### src/rtl/freq_meter_if.sv
// Measurement control inputs and result outputs exchanged between freq_meter and its user.
interface freq_meter_if #(
    parameter int CNT_W = 26,
    parameter int PER_W = 26
);
    logic             en;
    logic             sig_in;
    logic [CNT_W-1:0] freq_cnt;
    logic [PER_W-1:0] period;
    logic [PER_W-1:0] high_time;
    logic             valid;
    logic             overflow;
    logic             no_signal;

    modport master (
        output en, sig_in,
        input  freq_cnt, period, high_time, valid, overflow, no_signal
    );

    modport slave (
        input  en, sig_in,
        output freq_cnt, period, high_time, valid, overflow, no_signal
    );
endinterface

### src/rtl/freq_meter.sv
// Frequency, period and high-time meter for a slow square wave sampled in the clk domain.
// A gate FSM counts edges per fixed window; a period FSM times consecutive rises.
module freq_meter #(
    parameter int GATE_CYCLES = 50_000_000,
    parameter int CNT_W       = 26,
    parameter int PER_W       = 26
) (
    input  logic        clk,
    input  logic        rst,
    freq_meter_if.slave bus
);
    typedef enum logic {IDLE, MEAS} gate_state_t;
    typedef enum logic {P_IDLE, P_ARMED} per_state_t;

    localparam logic [CNT_W-1:0] CNT_MAX   = '1;
    localparam logic [PER_W-1:0] GATE_LAST = PER_W'(GATE_CYCLES - 1);
    localparam logic [PER_W-1:0] PER_MAX   = PER_W'(GATE_CYCLES);

    gate_state_t      gate_state;
    per_state_t       per_state;
    logic             s1, s2, s3;
    logic [PER_W-1:0] gate_cnt;
    logic [CNT_W-1:0] edge_cnt;
    logic             ovf;
    logic [PER_W-1:0] per_cnt;
    logic [PER_W-1:0] hi_cnt;
    logic             seen;

    logic [CNT_W-1:0] freq_r;
    logic [PER_W-1:0] period_r;
    logic [PER_W-1:0] high_r;
    logic             valid_r;
    logic             ovf_r;
    logic             nosig_r;

    logic rise;
    logic fall;

    assign rise = s2 & ~s3;
    assign fall = ~s2 & s3;

    // Both FSMs share one block because each may set or clear no_signal in the same cycle.
    always_ff @(posedge clk) begin
        if (rst) begin
            gate_state <= IDLE;
            per_state  <= P_IDLE;
            s1         <= 1'b0;
            s2         <= 1'b0;
            s3         <= 1'b0;
            gate_cnt   <= '0;
            edge_cnt   <= '0;
            ovf        <= 1'b0;
            per_cnt    <= '0;
            hi_cnt     <= '0;
            seen       <= 1'b0;
            freq_r     <= '0;
            period_r   <= '0;
            high_r     <= '0;
            valid_r    <= 1'b0;
            ovf_r      <= 1'b0;
            nosig_r    <= 1'b0;
        end else begin
            s1      <= bus.sig_in;
            s2      <= s1;
            s3      <= s2;
            valid_r <= 1'b0;

            case (gate_state)
                IDLE: begin
                    if (bus.en) gate_state <= MEAS;
                end
                MEAS: begin
                    if (!bus.en) begin
                        gate_state <= IDLE;
                        gate_cnt   <= '0;
                        edge_cnt   <= '0;
                        ovf        <= 1'b0;
                    end else if (gate_cnt == GATE_LAST) begin
                        // A rise on the closing cycle still belongs to this window.
                        freq_r   <= (rise && edge_cnt != CNT_MAX) ? edge_cnt + CNT_W'(1) : edge_cnt;
                        ovf_r    <= ovf | (rise & (edge_cnt == CNT_MAX));
                        valid_r  <= 1'b1;
                        if (edge_cnt == '0 && !rise) nosig_r <= 1'b1;
                        gate_cnt <= '0;
                        edge_cnt <= '0;
                        ovf      <= 1'b0;
                    end else begin
                        gate_cnt <= gate_cnt + PER_W'(1);
                        if (rise) begin
                            if (edge_cnt == CNT_MAX) ovf <= 1'b1;
                            else                     edge_cnt <= edge_cnt + CNT_W'(1);
                        end
                    end
                end
                default: gate_state <= IDLE;
            endcase

            if (!bus.en) begin
                per_state <= P_IDLE;
                per_cnt   <= '0;
                hi_cnt    <= '0;
                seen      <= 1'b0;
            end else begin
                case (per_state)
                    P_IDLE: begin
                        if (rise) begin
                            per_state <= P_ARMED;
                            per_cnt   <= PER_W'(1);
                            hi_cnt    <= PER_W'(1);
                            seen      <= 1'b1;
                            nosig_r   <= 1'b0;
                        end
                    end
                    P_ARMED: begin
                        if (rise) begin
                            period_r <= per_cnt;
                            per_cnt  <= PER_W'(1);
                            hi_cnt   <= PER_W'(1);
                            nosig_r  <= 1'b0;
                        end else if (per_cnt == PER_MAX) begin
                            period_r  <= '0;
                            nosig_r   <= 1'b1;
                            per_state <= P_IDLE;
                        end else begin
                            per_cnt <= per_cnt + PER_W'(1);
                        end
                        if (!rise && s2 && hi_cnt != PER_MAX) hi_cnt <= hi_cnt + PER_W'(1);
                    end
                    default: per_state <= P_IDLE;
                endcase
                if (fall && seen) high_r <= hi_cnt;
            end
        end
    end

    assign bus.freq_cnt  = freq_r;
    assign bus.period    = period_r;
    assign bus.high_time = high_r;
    assign bus.valid     = valid_r;
    assign bus.overflow  = ovf_r;
    assign bus.no_signal = nosig_r;
endmodule

### src/flat_wrapper.sv
// flat-port wrapper written by rule: the top's interface ports become plain ports
module freq_meter_flat 
#(
    parameter int GATE_CYCLES = 50_000_000,
    parameter int CNT_W       = 26,
    parameter int PER_W       = 26
)
  (clk, rst, bus_en, bus_sig_in, bus_freq_cnt, bus_period, bus_high_time, bus_valid, bus_overflow, bus_no_signal);
  freq_meter_if #(.CNT_W(CNT_W), .PER_W(PER_W)) bus_i ();
  input  logic clk;
  input  logic rst;
  input wire logic [$bits(bus_i.en)-1:0] bus_en;
  input wire logic [$bits(bus_i.sig_in)-1:0] bus_sig_in;
  output wire logic [$bits(bus_i.freq_cnt)-1:0] bus_freq_cnt;
  output wire logic [$bits(bus_i.period)-1:0] bus_period;
  output wire logic [$bits(bus_i.high_time)-1:0] bus_high_time;
  output wire logic [$bits(bus_i.valid)-1:0] bus_valid;
  output wire logic [$bits(bus_i.overflow)-1:0] bus_overflow;
  output wire logic [$bits(bus_i.no_signal)-1:0] bus_no_signal;
  assign bus_i.en = bus_en;
  assign bus_i.sig_in = bus_sig_in;
  assign bus_freq_cnt = bus_i.freq_cnt;
  assign bus_period = bus_i.period;
  assign bus_high_time = bus_i.high_time;
  assign bus_valid = bus_i.valid;
  assign bus_overflow = bus_i.overflow;
  assign bus_no_signal = bus_i.no_signal;
  freq_meter #(.GATE_CYCLES(GATE_CYCLES), .CNT_W(CNT_W), .PER_W(PER_W)) u_core (.clk(clk), .rst(rst), .bus(bus_i));
endmodule
### config.mk
export PLATFORM = sky130hd
export DESIGN_NAME = freq_meter_flat
export DESIGN_NICKNAME = d
export VERILOG_FILES = /design/src/rtl/freq_meter_if.sv /design/src/rtl/freq_meter.sv /design/src/flat_wrapper.sv
export SDC_FILE = /design/constraint.sdc
export NUM_CORES = 1
export LEC_CHECK = 0
export CORE_ASPECT_RATIO = 0.8
export CORE_MARGIN = 2
export CORE_UTILIZATION = 50
export CTS_BUF_LIST = sky130_fd_sc_hd__clkbuf_4 sky130_fd_sc_hd__clkbuf_8
export CTS_CLUSTER_SIZE = 25
export DETAILED_ROUTE_END_ITERATION = 7
export PLACE_DENSITY = 0.79
export SETUP_SLACK_MARGIN = 0.1
export SKIP_CTS_REPAIR_TIMING = 1
export SYNTH_ARGS = -nofsm -noshare
export SYNTH_HDL_FRONTEND = slang
export SYNTH_SLANG_ARGS = --single-unit
### constraint.sdc
create_clock -name clk -period 2.4 [get_ports clk]
set_clock_uncertainty 0.1 [all_clocks]
set_input_delay 0.72 -clock clk [delete_from_list [all_inputs] [get_ports clk]]
set_output_delay 0.72 -clock clk [all_outputs]
set_load 0.01 [all_outputs]
# Word level (Yosys, flattened, before mapping)
# Cells that the tools add are included.
# Widths: inputs -> output; s select.
dict set report word_totals {
  output_inout_bits 81
  ff_bits 192
}
dict set report op_classes {
  bitwise_logic 9
  eq_ne 10
  n_reduce_logical 17
  addsub 4
  muxes 35
}
# operator count
set op_table {}
lappend op_table {{$mux 26} 14}
lappend op_table {{$add 26x1->26 const B} 4}
lappend op_table {{$pmux 26 s2} 2}
lappend op_table {{$eq 26x26->1 const B} 3}
lappend op_table {{$ne 26x26->1 const B} 2}
lappend op_table {{$logic_not 26->1} 1}
lappend op_table {{$mux 1} 17}
lappend op_table {{$reduce_and 3->1} 4}
lappend op_table {{$ne 3x1->1 const B} 2}
lappend op_table {{$reduce_and 2->1} 3}
lappend op_table {{$logic_and 1x1->1} 5}
lappend op_table {{$not 1->1} 5}
lappend op_table {{$pmux 1 s2} 2}
lappend op_table {{$and 1x1->1} 3}
lappend op_table {{$ne 3x2->1 const B} 1}
lappend op_table {{$ne 3x3->1 const B} 1}
lappend op_table {{$reduce_or 3->1} 1}
lappend op_table {{$ne 2x1->1 const B} 1}
lappend op_table {{$reduce_bool 2->1} 1}
lappend op_table {{$reduce_or 2->1} 1}
lappend op_table {{$logic_not 1->1} 1}
lappend op_table {{$or 1x1->1} 1}

# Depth between registers and ports, before layout
dict set report depth {
  depth_word 12
  depth_mapped 9
  mapped_depth_nobuf 8
}

# Worst setup path before layout
# Ideal clock, no wire load.
dict set report synth_timing {
  path_kind {register to register}
  from {register u_core.edge_cnt[0]}
  to {register u_core.freq_r[22] (netlist: u_core.bus.freq_cnt[22])}
  path_slack_ns -0.111
  required_ns 2.221
  n_path_buf 2
  path_stages_with_launch 10
  arrival_time_ns 2.331
  cell_sequence {dfxtp_1 -> ha_1 -> and3_1 -> buf_2 -> nand2_1 -> or4_1 -> buf_2 -> or3_1 -> xor2_1 -> a211oi_2}
}
dict set report synth_via {
  elab_chain_len 3
}
# item line_no
set synth_rtl {}
lappend synth_rtl {{from (decl)} freq_meter.sv:23} ;# logic [CNT_W-1:0] edge_cnt;
lappend synth_rtl {{from (signal assigned)} freq_meter.sv:91} ;# else edge_cnt <= edge_cnt + CNT_W'(1);
lappend synth_rtl {{parallel branches: the longest is 2 deep, another holds $add 26x1->26} n/a}
lappend synth_rtl {{$mux 26 (*)} freq_meter.sv:80} ;# freq_r <= (rise && edge_cnt != CNT_MAX) ? edge_cnt + CNT_W'(1) : edge_cnt;
lappend synth_rtl {{to (signal assigned)} freq_meter.sv:80}
lappend synth_rtl {{to (decl)} freq_meter.sv:29} ;# logic [CNT_W-1:0] freq_r;
# Mark *: on every way between the ends.
# A chain may end at the register's enable or synchronous reset.

# Worst setup path in the final report
# Ends and elaborated chain as after synthesis.

==> impl_metrics.tcl <==
set metrics [dict create \
    std_cell_rows 42 \
    grt_pass1_vias 7226 \
    synth_cells 1037 \
    rr_startpoint "u_core.edge_cnt[0]" \
    die_h_um 121 \
    critPathKind "register to register" \
    p_leak_uw 0.00368 \
    synth_edf_count 0 \
    postRouteAntennaNets 0 \
    start_util 0.515 \
    place_congestion 0.926 \
    p_sw_uw 1370 \
    crit_fanout 5 \
    yosys.area.top_type_share 0.447 \
    fin_crit_ps 2240 \
    cts_buffer_depth 2 \
    dp_cells 1368 \
    worstHoldEndpoint "u_core.bus.high_time[4]" \
    cp_data_arrival_time_ps 2540 \
    cts.sinks 192 \
    clkTransAtPathRegs_ps 100 \
    final_cells 1409 \
    post-route-drc-count 0 \
    holdCritPathClass "register to register" \
    dpl_cell_area_um2 10300 \
    combPwrFrac 0.031 \
    fin_ws_ps 157 \
    ys_types 59 \
    antenna_found_initial 0 \
    postLayoutCoreUtil 0.647 \
    critPathLaunch "u_core.edge_cnt[0]" \
    via_per_inst 5.60 \
    worstHoldStart "u_core.bus.high_time[4]" \
    seqPwrFrac 0.593 \
    cts_tree "done" \
    period_share 0.935 \
    drt-initial-drc-count 528 \
    avgSynthCellArea_um2 8.30 \
    root_buffer "clkbuf_8" \
    holdPathStages 2 \
    setup_tns_ps 0 \
    ys_warn_count 0 \
    final_hold_viol_count 0 \
    dpl.hpwl_um 14600 \
    groute.usage.overall 0.232 \
    fillers 1419 \
    cts_buffers 17 \
    synthTopCellsByArea "dfxtp_1 45%, nor2_1 6.5%, nand2_1 5.6%, xnor2_1 4.7%, a21oi_1 3.8%" \
    coreArea_um2 16700 \
    portBuffers 84 \
    rsz0062_at_grt "true" \
    reg2reg_to "u_core.bus.freq_cnt[22]" \
    vias 7889 \
    p_per_area_nw_per_um2 499 \
    grt-ovfl-total 0 \
    diodes 0 \
    post-place-ws_ps -206 \
    peakVddDrop_v 0.000458 \
    cts_htree_levels 4 \
    ys.flop_type "dfxtp_1" \
    final_area_um2 10800 \
    async_reset_ff_frac 0 \
    rrSetupSlack_ps 160 \
    insertion_delay_ps 480 \
    wl_per_cell_um 14.9 \
    slew_headroom 0.645 \
    grt_start_max_net_pins 46 \
    maxCapViolCount 0 \
    fmax_mhz 446 \
    finalNetCount 1187 \
    syn2layout_area_growth_pct 25.6 \
    drtPass1Iterations 6 \
    startpoint_type "register" \
    drive_above_1_share 0.151 \
    synth_area_um2 8610 \
    design.die.area_um2 18300 \
    yosysTopAreaCell "dfxtp_1" \
    worstMarginPinSlew_ps 533 \
    finalMaxSlewViolations 0 \
    grt_pass1_wl_um 34400 \
    seq_area_frac_synth 0.447 \
    power.share.clock 0.376 \
    critPathRequiredTime_ps 2700 \
    p_sw_frac 0.254 \
    p_int_uw 4030 \
    num_io_pins 85 \
    syn_nets 1048 \
    die_w_um 151 \
    finalSetupViolations 0 \
    status "completed" \
    crit_path_end_kind "register" \
    r2r_cells 7 \
    drt_wl_total_um 21000 \
    ys_ff_latch 192 \
]
## synth_stat cells (3+ instances only)
master / instances
a211oi_1: 22
a21oi_1: 65
a221o_1: 4
a22o_1: 28
a31oi_1: 11
and2_1: 3
and3_1: 21
and4_1: 11
buf_2: 9
buf_4: 6
clkbuf_1: 48
dfxtp_1: 192
ha_1: 7
inv_1: 22
mux2_2: 3
mux2i_1: 11
nand2_1: 128
nand2b_1: 6
nand3_1: 58
nand3b_1: 5
nand4_1: 36
nor2_1: 148
nor2b_1: 4
nor3_1: 25
nor4_1: 13
nor4b_1: 5
nor4bb_1: 4
o211ai_1: 4
o21ai_0: 18
o31ai_1: 3
or3_1: 11
xnor2_1: 46
xor2_1: 25
## placed cells by master, fill, tap and decap left out, types with 11 or more instances in the layout
master / instances
dfxtp_1: 181
nor2_1: 147
nand2_1: 125
buf_4: 95
clkdlybuf4s50_1: 83
a21oi_1: 65
nand3_1: 58
xnor2_1: 46
nand4_1: 36
a22o_1: 28
xor2_1: 25
nor3_1: 23
a211oi_1: 22
inv_1: 21
and3_1: 19
clkbuf_8: 18
o21ai_0: 17
and4_1: 11
nor4_1: 11
mux2i_1: 11
a31oi_1: 11
## sequential cells by signal, summed over array words and instances, names as in the netlist, 26 cells and up
signal / flops
u_core.bus.freq_cnt: 26
u_core.bus.high_time: 26
u_core.bus.period: 26
u_core.edge_cnt: 26
u_core.gate_cnt: 26
u_core.hi_cnt: 26
u_core.per_cnt: 26
## per-layer routing
metal | vias up | wire (um) | GRT usage
met5 | - | 0 | 0
met4 | 0 | 228 | 0.0526
met3 | 20 | 1160 | 0.0549
met2 | 232 | 9220 | 0.349
met1 | 3719 | 10400 | 0.336
li1 | 3918 | - | -
## metrics by stage
stage                     hold WS (ps)  power [uW]
after floorplan                    314        3360
after global placement             344        3430
after detailed placement           349        3430
after CTS                          364        5420
after global routing               383        5580
final                              363        5390
## cell type report
cell class                 instances  area, um^2  share of cell area
clock buffer                      18         248              0.0229
clock inverter                    14         128              0.0118
inverter                          22        82.6             0.00764
multi-input combinational        757        4530               0.419
sequential                       192        3860               0.357
tap                              220         275              0.0255
timing repair buffer             186        1690               0.156
## cells by family (layout without fill, tap and decap cells)
group | count (synthesis) | count (layout) | share of synthesized area
compound gates | 171 | 171 | 0.130
xor+xnor | 71 | 71 | 0.0723
fa+ha+maj | 7 | 7 | 0.0102
buf+inv | 88 | 240 | 0.0425
flops | 192 | 192 | 0.447
mux | 14 | 14 | 0.0167
simple gates | 494 | 494 | 0.281
## critical path: stages, from the launching register on
cell	delay [ps]
dfxtp_4	390
ha_4	170
and3_4	200
nand2_2	90
or4_4	540
or3_4	340
xor2_1	150
a211oi_2	180
## power by group through the flow
stage | Sequential (uW) | Combinational (uW) | Clock [uW]
5_1_grt | 3200 | 183 | 2200
2_1_floorplan | 3270 | 95.8 | 0
3_3_place_gp | 3270 | 158 | 0
3_5_place_dp | 3270 | 162 | 0
6_report | 3200 | 168 | 2030
4_1_cts | 3200 | 163 | 2060
## worst max path at each step
| stage | to | slack [ps] | depth (start not counted) |
|---|---|---|---|
| CTS | u_core.hi_cnt[2] | -20 | 8 |
| global route | u_core.edge_cnt[22] | 50 | 8 |
| global placement | u_core.edge_cnt[18] | -180 | 6 |
| detailed placement | u_core.edge_cnt[25] | -210 | 7 |
| floorplan | u_core.bus.freq_cnt[22] | 80 | 9 |
| finish | u_core.bus.freq_cnt[22] | 160 | 7 |
No activity file was read; power rests on OpenSTA's default activity.
